--- src/rtl/tone_period_meter.sv ---
// tone_period_meter: deglitched rising-edge period meter averaging 2^AVG_LOG2 periods, with tone-absence timeout
module tone_period_meter #(
   parameter int COUNT_W        = 24,
   parameter int FILTER_CYCLES  = 4,
   parameter int AVG_LOG2       = 2,
   parameter int MIN_PERIOD     = 8,
   parameter int TIMEOUT_CYCLES = 1000000
) (
   input  logic               clk,
   input  logic               resetn,
   input  logic               enable,
   input  logic               tone_in,
   output logic [COUNT_W-1:0] period_out,
   output logic               period_valid,
   output logic               tone_present
);
   localparam int FW = $clog2(FILTER_CYCLES + 1);
   localparam int AW = COUNT_W + AVG_LOG2;
   localparam int NW = AVG_LOG2 + 1;
   localparam logic [FW-1:0] F_LAST = FW'(FILTER_CYCLES - 1);
   localparam logic [NW-1:0] N_FULL = NW'(1 << AVG_LOG2);
   localparam logic [COUNT_W-1:0] MIN_P = COUNT_W'(MIN_PERIOD);
   localparam logic [COUNT_W-1:0] TO = COUNT_W'(TIMEOUT_CYCLES);

   typedef enum logic [1:0] {IDLE, ARM, MEASURE} state_t;

   state_t state, state_nx;
   logic s1, s2, filt, filt_q, rise, keep, done, timeout;
   logic [FW-1:0] scnt;
   logic [COUNT_W-1:0] cnt;
   logic [AW-1:0] acc;
   logic [NW-1:0] nsamp;

   assign rise    = filt & ~filt_q;
   assign keep    = rise && state == MEASURE && cnt >= MIN_P;
   assign done    = nsamp == N_FULL;
   assign timeout = state == MEASURE && !rise && cnt == TO;

   always_comb begin
      state_nx = state;
      if (!enable) state_nx = IDLE;
      else if (state == IDLE) state_nx = ARM;
      else if (state == ARM && rise) state_nx = MEASURE;
      else if (timeout) state_nx = ARM;
   end

   always_ff @(posedge clk) begin
      if (!resetn) begin
         state        <= IDLE;
         s1           <= 1'b0;
         s2           <= 1'b0;
         filt         <= 1'b0;
         filt_q       <= 1'b0;
         scnt         <= '0;
         cnt          <= '0;
         acc          <= '0;
         nsamp        <= '0;
         period_out   <= '0;
         period_valid <= 1'b0;
         tone_present <= 1'b0;
      end else begin
         state        <= state_nx;
         s1           <= tone_in;
         s2           <= s1;
         filt_q       <= filt;
         period_valid <= 1'b0;
         if (s2 == filt) scnt <= '0;
         else if (scnt == F_LAST) begin
            filt <= ~filt;
            scnt <= '0;
         end else scnt <= scnt + 1'b1;
         if (!enable || state == IDLE || timeout) begin
            cnt          <= '0;
            acc          <= '0;
            nsamp        <= '0;
            tone_present <= 1'b0;
         end else if (state == ARM) cnt <= rise ? COUNT_W'(1) : '0;
         else begin
            cnt <= rise ? COUNT_W'(1) : cnt + 1'b1;
            // an edge landing on the publish cycle seeds the next average
            if (done) begin
               period_out   <= COUNT_W'(acc >> AVG_LOG2);
               period_valid <= 1'b1;
               tone_present <= 1'b1;
               acc          <= keep ? AW'(cnt) : '0;
               nsamp        <= NW'(keep);
            end else if (keep) begin
               acc   <= acc + AW'(cnt);
               nsamp <= nsamp + 1'b1;
            end
         end
      end
   end
endmodule

--- config.mk ---
export PLATFORM = sky130hd
export DESIGN_NAME = tone_period_meter
export DESIGN_NICKNAME = d
export VERILOG_FILES = /design/src/rtl/tone_period_meter.sv
export SDC_FILE = /design/constraint.sdc
export NUM_CORES = 1
export LEC_CHECK = 0
export ABC_AREA = 0
export CELL_PAD_IN_SITES_DETAIL_PLACEMENT = 1
export CELL_PAD_IN_SITES_GLOBAL_PLACEMENT = 2
export CORE_UTILIZATION = 33
export DETAILED_ROUTE_END_ITERATION = 16
export HOLD_SLACK_MARGIN = 0.02
export PLACE_DENSITY = 0.84
export SLEW_MARGIN = 20
export SYNTH_ARGS = -nofsm -noshare
export SYNTH_HDL_FRONTEND = slang
export SYNTH_SLANG_ARGS = --single-unit
export TNS_END_PERCENT = 10
--- constraint.sdc ---
create_clock -name clk -period 2.55 [get_ports clk]
set_input_delay 0.3825 -clock clk [delete_from_list [all_inputs] [get_ports clk]]
set_output_delay 0.3825 -clock clk [all_outputs]
set_load 0.1 [all_outputs]
# Yosys cells after proc, flatten, opt, wreduce, memory -nomap -nowiden
# Index checks and enable logic that the tools add are counted.
# word_totals
regBits	88
in_bits	4
out_inout_bits	26
elab_cells	66
# classes
add_sub_neg	4
order_cmp	1
n_eq_ne	6
n_mux	12
n_bitwise	8
reduce_logical	22
# ops
cell	count
two-way mux 24 bit	3
two-way mux 26 bit	2
adder 26 x 24 -> 26 bit	1
adder 24 x 1 -> 24 bit, second input constant	1
== test 24 x 20 -> 1 bit, second input constant	1
greater-or-equal comparator 24 x 4 -> 1 bit, second input constant	1
OR reduction 3 bit	3
AND reduction 2 bit	4
inverter 1 bit	7
adder 3 x 1 -> 3 bit, second input constant	2
two-way mux 3 bit	2
logical AND 1 bit	5
two-way mux 2 bit	2
nonzero test 2 bit	2
== test 3 x 2 -> 1 bit, second input constant	1
== test 3 bit, second input constant	1
two-way mux 1 bit	3
AND reduction 3 bit	1
nonzero test 3 bit	1
== test 2 x 1 -> 1 bit, second input constant	1
== test 2 bit, second input constant	1
zero test 1 bit	2
zero test 2 bit	1
logical OR 1 bit	2
3 further kinds	3

# Logic depth before layout (Yosys ltp)
# logic_depth
ltp_word	8
mapped_depth	11
mapped_depth_nobuf	9

# Worst setup path before layout
# Ideal clock, no wire load.
# synth_path
path_type	register to register
startpoint	register cnt[0]
endpoint	register acc[22]
setup_time_ps	69
arrival_ps	2483
required_ps	2481
setup_slack_ps	-2
stages_incl_launch_ff	10
path_buffers	0
period_less_slack_ps	2552
cell_sequence	dfxtp_1 > ha_1 > fa_1 > a211oi_1 > o211ai_1 > a41oi_1 > o221ai_1 > a21oi_1 > mux2_2 > o21ai_1
# synth_via
elab_chain_cells	4
word_cells_on_any_way	12
classes_between	add/sub (1); order compare (1); eq/ne (1); mux (3); reduce/logical (6)
# synth_lines
item	line_no	rtl
start, declared	30	logic [COUNT_W-1:0] cnt;
start signal, assigned	77	end else if (state == ARM) cnt <= rise ? COUNT_W'(1) : '0;
start signal, assigned	79	cnt <= rise ? COUNT_W'(1) : cnt + 1'b1;
greater-or-equal comparator 24 x 4 -> 1 bit / == test 24 x 20 -> 1 bit (equally long branches)	35, 37	
logical AND 1 bit (on tied branches)	35, 37	
two-way mux 24 bit, or another cell as far along	85	acc <= keep ? AW'(cnt) : '0;
two-way mux 26 bit, or another cell as far along	81	if (done) begin
end signal, assigned	85	
end signal, assigned	88	acc <= acc + AW'(cnt);
end, declared	31	logic [AW-1:0] acc;
# Several ways; a longest one is shown, not always the timed one. The select of a mux whose other input is x is not followed.
# A chain may end at the register's enable or synchronous reset.

# Final worst setup path
# Same ends and word-level chain as after synthesis.

==> impl_results.html <==
<table>
<tr><th>Metric</th><th>Value</th></tr>
<tr><th colspan="2">Power and ir drop</th></tr>
<tr><td>Part of the power in combinational logic</td><td>0.013</td></tr>
<tr><td>Clock power frac</td><td>0.485</td></tr>
<tr><td>Post-layout total power</td><td>2750 uW</td></tr>
<tr><td>Switching share of power</td><td>0.202</td></tr>
<tr><td>Cell area power density</td><td>449 nW/um^2</td></tr>
<tr><td>Part of the power in registers</td><td>0.502</td></tr>
<tr><td>Leakage</td><td>0.00232 uW</td></tr>
<tr><td>Max IR drop VDD</td><td>0.276 mV</td></tr>
<tr><td>Int Power</td><td>2190 uW</td></tr>
<tr><td>Sw power</td><td>556 uW</td></tr>
<tr><th colspan="2">CTS</th></tr>
<tr><td>Clock tree from TritonCTS</td><td>built</td></tr>
<tr><td>Clock Tree Root</td><td>sky130_fd_sc_hd__clkbuf_16</td></tr>
<tr><td>Number of sinks handled by clock tree synthesis</td><td>88</td></tr>
<tr><td>Max Root-Sink Buffers</td><td>2</td></tr>
<tr><td>Source-to-sink clock delay at the later pin of the worst-skew pair</td><td>0.35 ns</td></tr>
<tr><td>Clock buffer count from CTS</td><td>9</td></tr>
<tr><td>H-tree levels</td><td>3</td></tr>
<tr><td>Total of hold buffers inserted after clock tree synthesis</td><td>0</td></tr>
<tr><td>Clock input transition at the sequential cells of the worst setup and hold paths</td><td>0.06 ns</td></tr>
<tr><th colspan="2">Placed design</th></tr>
<tr><td>GP Congestion</td><td>0.905</td></tr>
<tr><td>Cell Area, Placed</td><td>5800 um^2</td></tr>
<tr><td>Count of input and output buffers</td><td>29</td></tr>
<tr><td>Post-DP HPWL</td><td>12.4 mm</td></tr>
<tr><td>Number of instances in the placed design</td><td>866</td></tr>
<tr><th colspan="2">Route</th></tr>
<tr><td>Drt pass-1 iters</td><td>5</td></tr>
<tr><td>DR WL/cell</td><td>18.5 um</td></tr>
<tr><td>Remaining DRCs</td><td>0</td></tr>
<tr><td>Vias</td><td>4862</td></tr>
<tr><td>Routed wire length</td><td>16.3 mm</td></tr>
<tr><td>Vias per Instance</td><td>5.53</td></tr>
<tr><td>Post-DRT Antenna Nets</td><td>0</td></tr>
<tr><td>Starting DRT DRC Count</td><td>185</td></tr>
<tr><th colspan="2">Synthesis</th></tr>
<tr><td>Seq/Total Area, Yosys</td><td>0.346</td></tr>
<tr><td>Yosys Warn Count</td><td>0</td></tr>
<tr><td>Post-synth EDFFs</td><td>0</td></tr>
<tr><td>Synth Instances</td><td>638</td></tr>
<tr><td>Nets in the synthesized netlist</td><td>673</td></tr>
<tr><td>Simple-gate share of the synthesized area</td><td>0.222</td></tr>
<tr><td>Multiplexer fraction of the synthesized cell area</td><td>0.0128</td></tr>
<tr><td>Complex-gate fraction of the synthesized area</td><td>0.228</td></tr>
<tr><td>Avg Synthesized Cell Area</td><td>7.99 um^2</td></tr>
<tr><td>Number of synthesized register bits</td><td>88</td></tr>
<tr><td>Main combinational cell family by area after synthesis</td><td>compound AO/OA/AOI/OAI gates</td></tr>
<tr><td>Post-synth cell types</td><td>65</td></tr>
<tr><td>Arithmetic-cell share of the synthesized area counting full adders, half adders and majority gates</td><td>0.0776</td></tr>
<tr><td>Xor/xnor cell area share of the yosys netlist</td><td>0.0705</td></tr>
<tr><td>Synth async-reset ratio</td><td>0</td></tr>
<tr><td>Cell area after synthesis</td><td>5090 um^2</td></tr>
<tr><td>Post-synth top flop</td><td>sky130_fd_sc_hd__dfxtp_1</td></tr>
<tr><th colspan="2">Critical path</th></tr>
<tr><td>Maximum fanout encountered on the critical timing path</td><td>2</td></tr>
<tr><td>Arrival time reported for the critical path endpoint</td><td>2.70 ns</td></tr>
<tr><td>Crit Path Category</td><td>reg2reg</td></tr>
<tr><td>CP Capture Type</td><td>flop</td></tr>
<tr><td>Required time at the worst-slack endpoint</td><td>2.83 ns</td></tr>
<tr><td>Kind of launch point of the worst setup path</td><td>flop</td></tr>
<tr><th colspan="2">Die</th></tr>
<tr><td>I/O pin total</td><td>30</td></tr>
<tr><td>Floorplan die area</td><td>15900 um^2</td></tr>
<tr><td>Core footprint</td><td>15100 um^2</td></tr>
<tr><td>Height of the die</td><td>126 um</td></tr>
<tr><td>Die Width</td><td>126 um</td></tr>
<tr><td>Placement Rows</td><td>45</td></tr>
<tr><td>Initial Utilization</td><td>0.336</td></tr>
<tr><th colspan="2">Timing</th></tr>
<tr><td>Post-route setup TNS</td><td>0 ns</td></tr>
<tr><td>Final period demand of the worst path</td><td>2.42 ns</td></tr>
<tr><td>Setup repair after global routing missed its margin</td><td>false</td></tr>
<tr><td>Clock tree skew after final layout</td><td>0.00887 ns</td></tr>
<tr><td>Highest achievable clock rate</td><td>413 MHz</td></tr>
<tr><td>Hold Violations, Final</td><td>0</td></tr>
<tr><td>Worst-Margin Slew</td><td>0.606 ns</td></tr>
<tr><td>Relative slew slack</td><td>0.596</td></tr>
<tr><td>Final hold slack</td><td>0.424 ns</td></tr>
<tr><td>Period utilization</td><td>0.949</td></tr>
<tr><td>Final setup violating endpoints</td><td>0</td></tr>
<tr><td>Pins over their slew limit</td><td>0</td></tr>
<tr><th colspan="2">Final layout</th></tr>
<tr><td>Final #Nets</td><td>724</td></tr>
<tr><td>Fraction of layout instances using a drive strength above 1</td><td>0.168</td></tr>
<tr><td>Commonest non-fill, non-tap cells in the layout</td><td>98 x sky130_fd_sc_hd__nand2_1, 85 x sky130_fd_sc_hd__dfxtp_1, 72 x sky130_fd_sc_hd__buf_4</td></tr>
<tr><td>Area used by sequential logic in the layout</td><td>1770 um^2</td></tr>
<tr><td>Diodes inserted</td><td>0</td></tr>
<tr><td>FILL cells</td><td>1805</td></tr>
<tr><td>Post-route standard cell area excluding fillers</td><td>6120 um^2</td></tr>
<tr><td>Most common cell after layout, fill and taps aside</td><td>sky130_fd_sc_hd__nand2_1</td></tr>
<tr><td>Layout area overhead</td><td>20.2%</td></tr>
<tr><td>Area taken by multi-input logic gates</td><td>3150 um^2</td></tr>
<tr><td>Non-filler instance count after layout</td><td>880</td></tr>
<tr><th colspan="2">Global route</th></tr>
<tr><td>Total congestion overflow after global routing</td><td>0</td></tr>
<tr><td>Maximum number of pins on one net before global-route repair</td><td>31</td></tr>
<tr><td>First-pass GRT wire length</td><td>26.7 mm</td></tr>
<tr><td>Number of global-route vias before repair</td><td>5105</td></tr>
<tr><td>Global routing usage summed across all routing layers</td><td>0.215</td></tr>
<tr><td>Initial antenna violation count</td><td>0</td></tr>
<tr><th colspan="2">Job</th></tr>
<tr><td>Max capacitance violation total</td><td>0</td></tr>
<tr><th colspan="2">Min path</th></tr>
<tr><td>Hold Path Class</td><td>reg2reg</td></tr>
<tr><th colspan="2">Outcome</th></tr>
<tr><td>Result of the run</td><td>finished, final reports clean</td></tr>
</table>
## flip-flops by register name (all words and copies together), names as in the netlist, 2 cells and up
| register | flops |
|---|---|
| period_out | 24 |
| acc | 26 |
| cnt | 24 |
| state | 2 |
| nsamp | 3 |
| scnt | 3 |
## cell families (layout without fill, tap and decap cells)
kind of cell             after synthesis  in the layout
multiplexers                           6              6
flip-flops                            88             88
AND/OR/NAND/NOR                      246            246
XOR/XNOR                              41             41
AO/OA/AOI/OAI                        175            175
buffers and inverters                 51            105
adder cells (fa/ha/maj)               31             31
## per-layer routing
layer  vias up  wire length, um  GRT usage
met5         -                0          0
met4         0              384     0.0900
met3        28              770     0.0404
met2       109             7910      0.369
met1      2369             7220      0.264
li1       2356                -          -
## worst max-delay path, cell delays in order, from the launching register on
cell                       delay (ns)
sky130_fd_sc_hd__dfxtp_1         0.32
sky130_fd_sc_hd__ha_1            0.22
sky130_fd_sc_hd__fa_1            0.42
sky130_fd_sc_hd__a211oi_2        0.24
sky130_fd_sc_hd__o211ai_1        0.17
sky130_fd_sc_hd__a41oi_2         0.23
sky130_fd_sc_hd__o221ai_2        0.16
sky130_fd_sc_hd__a21oi_1         0.17
sky130_fd_sc_hd__mux2_2          0.35
sky130_fd_sc_hd__o21ai_1         0.07
## final cells by class
| class | count | share of cell area |
|---|---|---|
| clock buffer | 11 | 0.0413 |
| inverter | 13 | 0.00797 |
| sequential | 88 | 0.288 |
| tap | 188 | 0.0384 |
| clock inverter | 3 | 0.00695 |
| multi-input combinational | 499 | 0.514 |
| timing repair buffer | 78 | 0.103 |
## cell usage after synthesis, types with 3 or more instances
master                      number  share of area
sky130_fd_sc_hd__o21ai_1         4         0.0039
sky130_fd_sc_hd__a31oi_1         3         0.0037
sky130_fd_sc_hd__nor3_1         10         0.0098
sky130_fd_sc_hd__xnor2_1        12          0.021
sky130_fd_sc_hd__o21a_1          5         0.0074
sky130_fd_sc_hd__a21o_1          3         0.0044
sky130_fd_sc_hd__and4_1          3         0.0052
sky130_fd_sc_hd__nor2b_1         3         0.0037
sky130_fd_sc_hd__dfxtp_1        88           0.35
sky130_fd_sc_hd__clkbuf_1       20          0.015
sky130_fd_sc_hd__a221oi_1        8          0.014
sky130_fd_sc_hd__a211oi_1        4         0.0059
sky130_fd_sc_hd__o211ai_1        9          0.013
sky130_fd_sc_hd__nand3_1        14          0.014
sky130_fd_sc_hd__nand2_1        98          0.072
sky130_fd_sc_hd__a21oi_1        50          0.049
sky130_fd_sc_hd__a21boi_0       23          0.034
sky130_fd_sc_hd__ha_1           30          0.074
sky130_fd_sc_hd__nor4_1          6         0.0074
sky130_fd_sc_hd__nand4_1         8         0.0098
sky130_fd_sc_hd__a22oi_1         3         0.0044
sky130_fd_sc_hd__and2_1          8         0.0098
sky130_fd_sc_hd__inv_1          13         0.0096
sky130_fd_sc_hd__nor2_1         71          0.052
sky130_fd_sc_hd__mux2_2          4         0.0088
sky130_fd_sc_hd__xor2_1         29          0.050
sky130_fd_sc_hd__and3_1          7         0.0086
sky130_fd_sc_hd__or3_1           3         0.0037
sky130_fd_sc_hd__buf_2          15          0.015
sky130_fd_sc_hd__nand2b_1        3         0.0037
sky130_fd_sc_hd__o2111ai_1       5         0.0086
sky130_fd_sc_hd__o21ai_0        34          0.033
## worst paths after layout
kind / cells after the start / endpoint / slack, ns / startpoint
hold reg to reg: 1 / scnt[0] / 0.42 / scnt[0]
hold / removal: 1 / scnt[0] / 0.42 / scnt[0]
setup / recovery: 9 / acc[22] / 0.13 / cnt[0]
setup reg to reg: 9 / acc[22] / 0.13 / cnt[0]
## power by group through the flow
stage | clock network, uW | logic (uW) | registers (uW)
2_1_floorplan | 0 | 21.2 | 1410
3_3_place_gp | 0 | 34.9 | 1410
3_5_place_dp | 0 | 36.1 | 1410
4_1_cts | 1360 | 36.4 | 1380
5_1_grt | 1410 | 38.6 | 1380
6_report | 1330 | 35.6 | 1380
## metrics by stage
stage | utilization | worst slack [ns]
2_1_floorplan | - | 0.0741
3_3_place_gp | 0.383 | 0.0274
3_5_place_dp | 0.383 | -0.0684
4_1_cts | 0.403 | 0.0319
5_1_grt | 0.404 | 0.00915
6_report | 0.404 | 0.130
## repair_timing
item / 4_1_cts / 5_1_grt
setup buffers: 0 / 0
resized for setup: 2 / 7
endpoints found under the setup margin: 2 / 5
pin swaps: 0 / 2
Note: power is estimated with default switching activity, not from simulation.
